**config.mk**
```make
export PLATFORM = sky130hd
export DESIGN_NAME = fetch_sequencer
export DESIGN_NICKNAME = d
export VERILOG_FILES = /design/src/rtl/fetch_sequencer.sv
export SDC_FILE = /design/constraint.sdc
export NUM_CORES = 1
export LEC_CHECK = 0
export ABC_AREA = 1
export CAP_MARGIN = 20
export CORE_MARGIN = 4
export CORE_UTILIZATION = 40
export DETAILED_ROUTE_END_ITERATION = 8
export PLACE_DENSITY_LB_ADDON = 0.08
export SKIP_CTS_REPAIR_TIMING = 1
export SYNTH_ARGS = -nofsm -noshare
export SYNTH_HDL_FRONTEND = slang
export SYNTH_SLANG_ARGS = --single-unit
```
**constraint.sdc**
```tcl
create_clock -name clk -period 2.5 [get_ports clk]
set_input_delay 0.25 -clock clk [delete_from_list [all_inputs] [get_ports clk]]
set_output_delay 0.25 -clock clk [all_outputs]
set_load 0.02 [all_outputs]
```
**src/rtl/fetch_sequencer.sv**
```systemverilog
// Multicycle instruction-fetch stage: owns the program counter, reads one word
// per instruction through a req/ack handshake with timeout, and holds it in ir.
module fetch_sequencer #(
  parameter int unsigned          ADDR_W     = 24,
  parameter int unsigned          DATA_W     = 24,
  parameter logic [ADDR_W-1:0]    RESET_PC   = '0,
  parameter int unsigned          WAIT_LIMIT = 16
) (
  input  logic              clk,
  input  logic              rst,
  input  logic              start,
  input  logic              halt,
  input  logic              branch_en,
  input  logic [ADDR_W-1:0] branch_target,
  input  logic              mem_ack,
  input  logic [DATA_W-1:0] mem_rdata,
  input  logic              ir_taken,
  output logic              mem_rd,
  output logic [ADDR_W-1:0] mem_addr,
  output logic [DATA_W-1:0] ir,
  output logic              ir_valid,
  output logic [ADDR_W-1:0] pc,
  output logic [ADDR_W-1:0] pc_plus1,
  output logic              fault,
  output logic              busy
);

  // A limit of 1 still needs a 1-bit timer so the compare below stays legal.
  localparam int unsigned TW = (WAIT_LIMIT > 1) ? $clog2(WAIT_LIMIT) : 1;
  localparam logic [TW-1:0] TIMER_LAST = TW'(WAIT_LIMIT - 1);

  typedef enum logic [1:0] {
    IDLE  = 2'd0,
    FETCH = 2'd1,
    WAIT  = 2'd2,
    HOLD  = 2'd3
  } state_t;

  state_t        state;
  logic [TW-1:0] timer;

  assign pc_plus1 = pc + 1'b1;
  assign busy     = (state != IDLE);

  always_ff @(posedge clk or posedge rst) begin
    if (rst) begin
      state    <= IDLE;
      pc       <= RESET_PC;
      mem_addr <= '0;
      mem_rd   <= 1'b0;
      ir       <= '0;
      ir_valid <= 1'b0;
      fault    <= 1'b0;
      timer    <= '0;
    end else begin
      case (state)
        IDLE: begin
          if (start) begin
            fault <= 1'b0;
            state <= FETCH;
          end
        end

        FETCH: begin
          mem_addr <= pc;
          mem_rd   <= 1'b1;
          timer    <= '0;
          state    <= WAIT;
        end

        WAIT: begin
          // An ack on the final allowed edge wins over the timeout.
          if (mem_ack) begin
            ir       <= mem_rdata;
            ir_valid <= 1'b1;
            mem_rd   <= 1'b0;
            pc       <= pc_plus1;
            state    <= HOLD;
          end else if (timer == TIMER_LAST) begin
            fault  <= 1'b1;
            mem_rd <= 1'b0;
            state  <= IDLE;
          end else begin
            timer <= timer + 1'b1;
          end
        end

        HOLD: begin
          if (ir_taken) begin
            ir_valid <= 1'b0;
            if (branch_en) pc <= branch_target;
            state <= halt ? IDLE : FETCH;
          end
        end

        default: state <= IDLE;
      endcase
    end
  end

endmodule
```
==> results of run 1 <==
Yosys cell counts (6+ instances only):
cell	n
nand2_1	183
dfrtp_1	81
nor2_1	76
inv_1	39
a21oi_1	37
nand3_1	22
o21ai_0	16
clkbuf_1	8
nand2_2	7
ha_1	6
nand4_1	6
xor2_1	6
worst min path at each step:
stage                         to  slack, ns  cells past startpoint
after CTS                 pc[21]       0.21                      2
final                      pc[3]       0.22                      2
after global placement    ir[14]       0.46                      2
after floorplan            ir[0]       0.36                      2
after global routing      pc[15]       0.23                      2
after detailed placement  ir[17]       0.46                      2
state kept, by name, indices dropped and copies added (netlist names):
signal,flops
ir,24
mem_addr,24
pc,24
timer,4
state,2
fault,1
ir_valid,1
mem_rd,1
layer usage:
metal	up-vias	share of wire, %
met5	-	0
met4	0	2.4
met3	24	8.2
met2	129	48
met1	1854	41
li1	1989	-
where the power goes:
part           internal, W  switching [W]
logic              0.00205        0.00276
clock network     0.000407       0.000445
registers          0.00192       0.000505
total              0.00437        0.00371
layout make-up:
| type | count | area [sq um] |
|---|---|---|
| Clock buffer | 14 | 163 |
| Inverter | 42 | 166 |
| Tap cell | 133 | 166 |
| Fill cell | 886 | 3870 |
| Timing Repair Buffer | 164 | 1670 |
| Sequential cell | 81 | 2040 |
| Multi-Input combinational cell | 392 | 1880 |
stage by stage:
stage          setup WS [ns]  power, W  util (%)
2_1_floorplan          0.170   0.00511         -
3_3_place_gp           0.238   0.00721      58.9
3_5_place_dp           0.196   0.00727      58.9
4_1_cts               -0.222   0.00816      60.5
5_1_grt              0.00444   0.00872      61.1
6_report               0.115   0.00809      61.1
kinds of logic (layout without fill, tap and decap cells):
kind of cell	Yosys count	in the layout	share of synthesized area [%]
AOI/OAI and AO/OA	68	68	9.60
xor gates and xnor gates	9	9	1.90
adders and majority gates	6	6	1.81
buffers and inverters	60	220	6.29
DFF	81	81	48.7
muxes	5	5	1.35
and+or+nand+nor	304	304	30.3
==> impl_metrics.ini, run 1 <==
[run_status]
status = finished clean

[die]
initial_core_util_pct = 41.8
die-area_sq_um = 12100
die_y_um = 110
rows = 36
core-area_sq_um = 9950
die_w_um = 110
io_pins = 155

[place]
dp_cells = 812
gp_congestion = 0.890
port-buffer-count = 154
dp_hpwl_um = 9000
placed_area_sq_um = 5860

[worst_setup_path]
worstReg2RegEnd = pc[19]
path_class = reg -> out
reg2reg_from = state[0]
critical_path_depth = 7
arrival_ns = 2.14
required_ns = 2.25
cp_cell_sequence = inv_1, nor2_4, nand2_2, nor2_4, nand2_1, nand2_2, clkdlybuf4s50_1
max_stage_delay_ns = 0.61
r2r_cells = 11
endpoint_kind = output pin
cp.buffers_inverters = 2
crit_path_end = pc_plus1[13]
cp_slowest_cell = clkdlybuf4s50_1
worst-path-max-fanout = 5
critPathLaunchType = flip-flop
regToRegSetupSlack_ns = 0.38
startpoint = pc[0]
crit_family = buffers and inverters

[grt]
overflow = 0
met2_usage_pct = 33.3
grt-busiest-layer = met2
grt_usage_pct = 20.9
met3_usage_pct = 5.93
grt_pass1_vias = 4075
grt_pass1_wl_um = 19700
grt_use_met1_pct = 25.9
antenna_found_initial = 0
grt_max_degree = 44

[route]
wl_per_cell_um = 14.7
wl_um = 12200
first_iter_violations = 154
dr.pass1.iters = 4
vias_per_cell = 4.84
antenna_left = 0
drc = 0
vias = 3996

[final_layout]
layout-drive-gt1-share_pct = 9.81
diodes = 0
final_cells = 826
layout.nets = 751
fin_area_sq_um = 6090
syn2layout_area_growth_pct = 46.3
final_cell_mix = nand2_1, clkdlybuf4s50_1, nor2_1, dfrtp_1, inv_1
mostFrequentLayoutCell = nand2_1

[sta]
timing.fmax_mhz = 419
tightestPinTransition_ns = 0.632
setup_viol = 0
finalHoldViolations = 0
max-slew-margin-rel_pct = 57.7
rsz0062_at_grt = no
final.setup.tns_ns = 0
fin_crit_sh_pct = 95.4
holdWs_ns = 0.215
skew_ns = 0.00798
final_max_slew_viol_count = 0
fin_crit_ns = 2.39

[worst_hold_path]
hold_path_class = in -> async

[synth]
postSynthNetCount = 594
async_flop_share_pct = 100
syn_area_sq_um = 4160
synthTopCellsByArea = dfrtp_1, nand2_1, nor2_1, a21oi_1, inv_1
syn_avg_cell_area_sq_um = 7.80
syn_inst = 533
ys_warn_count = 0
synth_area_leader_cell = dfrtp_1
yosysSeqAreaShare_pct = 48.7
synth_top_area_share_pct = 48.7
synth_seq_cells = 81
synth_ff_type = dfrtp_1
synth.distinct_cells = 32
synth_edf_count = 0

[clock_tree]
path_clk_slew_ns = 0.08
cts_buffers = 9
clk_latency_ns = 0.34
clock_path_buffers = 2
tritoncts = yes
cts_root_buf = clkbuf_8
cts.sinks = 81
h-tree-depth = 3

[power]
p_leak_nw = 3.01
power_density_nw_per_um2 = 1330
ir_worst_vdd_mv = 0.600

[job]
max_cap_violations = 0
No activity file was read; power rests on OpenSTA's default activity.
==> run 2, diff against run 1 <==
--- a/config.mk
+++ b/config.mk
@@ -7,6 +7,7 @@
 export LEC_CHECK = 0
 export ABC_AREA = 1
 export CAP_MARGIN = 20
+export CORE_ASPECT_RATIO = 1.25
 export CORE_MARGIN = 4
 export CORE_UTILIZATION = 40
 export DETAILED_ROUTE_END_ITERATION = 8
==> impl_metrics.ini, run 2 (synthesized netlist as in run 1, its figures left out) <==
[die]
rows = 41
die_w_um = 99.2
initial_core_util_pct = 41.2
die-area_sq_um = 12100
core-area_sq_um = 10100
io_pins = 155
die_y_um = 122

[clock_tree]
h-tree-depth = 3
path_clk_slew_ns = 0.06
cts_buffers = 9
cts_root_buf = clkbuf_16
tritoncts = yes
clock_path_buffers = 2
clk_latency_ns = 0.33
cts.sinks = 81

[route]
wl_um = 12300
first_iter_violations = 157
wl_per_cell_um = 15.0
dr.pass1.iters = 4
vias = 4025
drc = 0
antenna_left = 0
vias_per_cell = 4.91

[final_layout]
layout.nets = 747
top_regs = ir: 24 flops, mem_addr: 24 flops, pc: 24 flops
diodes = 0
final_cell_mix = nand2_1, clkdlybuf4s50_1, dfrtp_1
layout-drive-gt1-share_pct = 9.57
final_util_pct = 61.3
n_fill_cell = 924
syn2layout_area_growth_pct = 49.0
mostFrequentLayoutCell = nand2_1

[worst_hold_path]
hold_path_class = in -> async

[sta]
setup_viol = 0
timing.fmax_mhz = 427
rsz0062_at_grt = no
fin_crit_sh_pct = 93.7
final.setup.tns_ns = 0
skew_ns = 0.00324
tightestPinTransition_ns = 0.947
max-slew-margin-rel_pct = 36.6
finalHoldViolations = 0
final_max_slew_viol_count = 0
fin_crit_ns = 2.34

[worst_setup_path]
cp_cell_sequence = ha_1, nand2_2, nor2_4, xor2_1, clkdlybuf4s50_1
path_class = reg -> out
required_ns = 2.25
cp.buffers_inverters = 1
critPathLaunchType = flip-flop
arrival_ns = 2.09
cp_slowest_cell = clkdlybuf4s50_1
endpoint_kind = output pin
worst-path-max-fanout = 5
crit_family = buffers and inverters
max_stage_delay_ns = 0.65

[place]
dp_hpwl_um = 9050
port-buffer-count = 154
gp_congestion = 0.889

[grt]
grt_max_degree = 82
overflow = 0
grt_pass1_vias = 4120
antenna_found_initial = 0
grt_pass1_wl_um = 20000
grt_usage_pct = 20.7

[power]
ir_worst_vdd_mv = 0.586
p_leak_nw = 3.05
power_density_nw_per_um2 = 1390

[run_status]
status = finished clean

[job]
max_cap_violations = 0
## run 2: changes by cell type in the layout (fill, tap and decap cells not counted), sizes merged
cell           change
buf                -4
bufinv             +1
dlymetal6s2s       -1
clkbuf             -2
clkdlybuf4s50      +1
clkinv             +2
## run 2: final timing paths
kind | start | endpoint | slack (ns) | cells after the start
worst max-delay path | pc[1] | pc_plus1[4] | 0.16 | 5
worst min-delay path | rst | ir[0] | 0.32 | 3
worst max register to register | state[0] | pc[7] | 0.32 | 10
worst min register to register | ir[21] | ir[21] | 0.48 | 2
max in group asynchronous | rst | pc[5] | 1.81 | 3
min in group clk | mem_rdata[11] | ir[11] | 0.45 | 3
## run 2: worst reg2reg max path, delay by kind of cell, from the launching register on
kind	cells	cell delay, ns
DFF	1	0.40
buffers and inverters	3	0.48
and+or+nand+nor	4	0.50
AOI/OAI and AO/OA	2	0.39
adders and majority gates	1	0.30
## run 2: power breakdown
part	internal, W	switching [W]
Sequential	0.00192	0.000518
Combinational	0.00206	0.00276
Clock	0.000819	0.000505
## run 2: metal layers
layer | vias up | share of wire, % | track usage (%)
met2 | 148 | 50 | 35.4
met5 | - | 0 | 0
met1 | 1865 | 39 | 23.5
met4 | 0 | 2.2 | 7.60
li1 | 1995 | - | -
met3 | 17 | 9.2 | 7.67
## run 2: final cells by class
type	count	area (sq um)	share of cell area, %
Sequential cell	81	2030	32.8
Multi-Input combinational cell	392	1890	30.5
Timing Repair Buffer	160	1650	26.6
Clock buffer	12	256	4.14
Inverter	42	166	2.69
Tap cell	129	161	2.61
Clock inverter	3	40.0	0.646
## run 2: metrics by stage
stage	instances	hold WS, ns	cell area, sq um	setup WS (ns)	total power (W)
floorplan	533	0.360	4160	0.170	0.00511
CTS	819	0.353	6140	-0.129	0.00868
global route	819	0.358	6200	0.0398	0.00921
global placement	804	0.461	5840	0.244	0.00722
finish	819	0.320	6200	0.158	0.00858
detailed placement	804	0.465	5840	0.250	0.00730
==> run 3, diff against run 2 <==
--- a/config.mk
+++ b/config.mk
@@ -13,6 +13,7 @@
 export DETAILED_ROUTE_END_ITERATION = 8
 export PLACE_DENSITY_LB_ADDON = 0.08
 export SKIP_CTS_REPAIR_TIMING = 1
+export SLEW_MARGIN = 5
 export SYNTH_ARGS = -nofsm -noshare
 export SYNTH_HDL_FRONTEND = slang
 export SYNTH_SLANG_ARGS = --single-unit
==> results of run 3 <==
No change in the layout: final DEF, timing and power equal those of run 2.
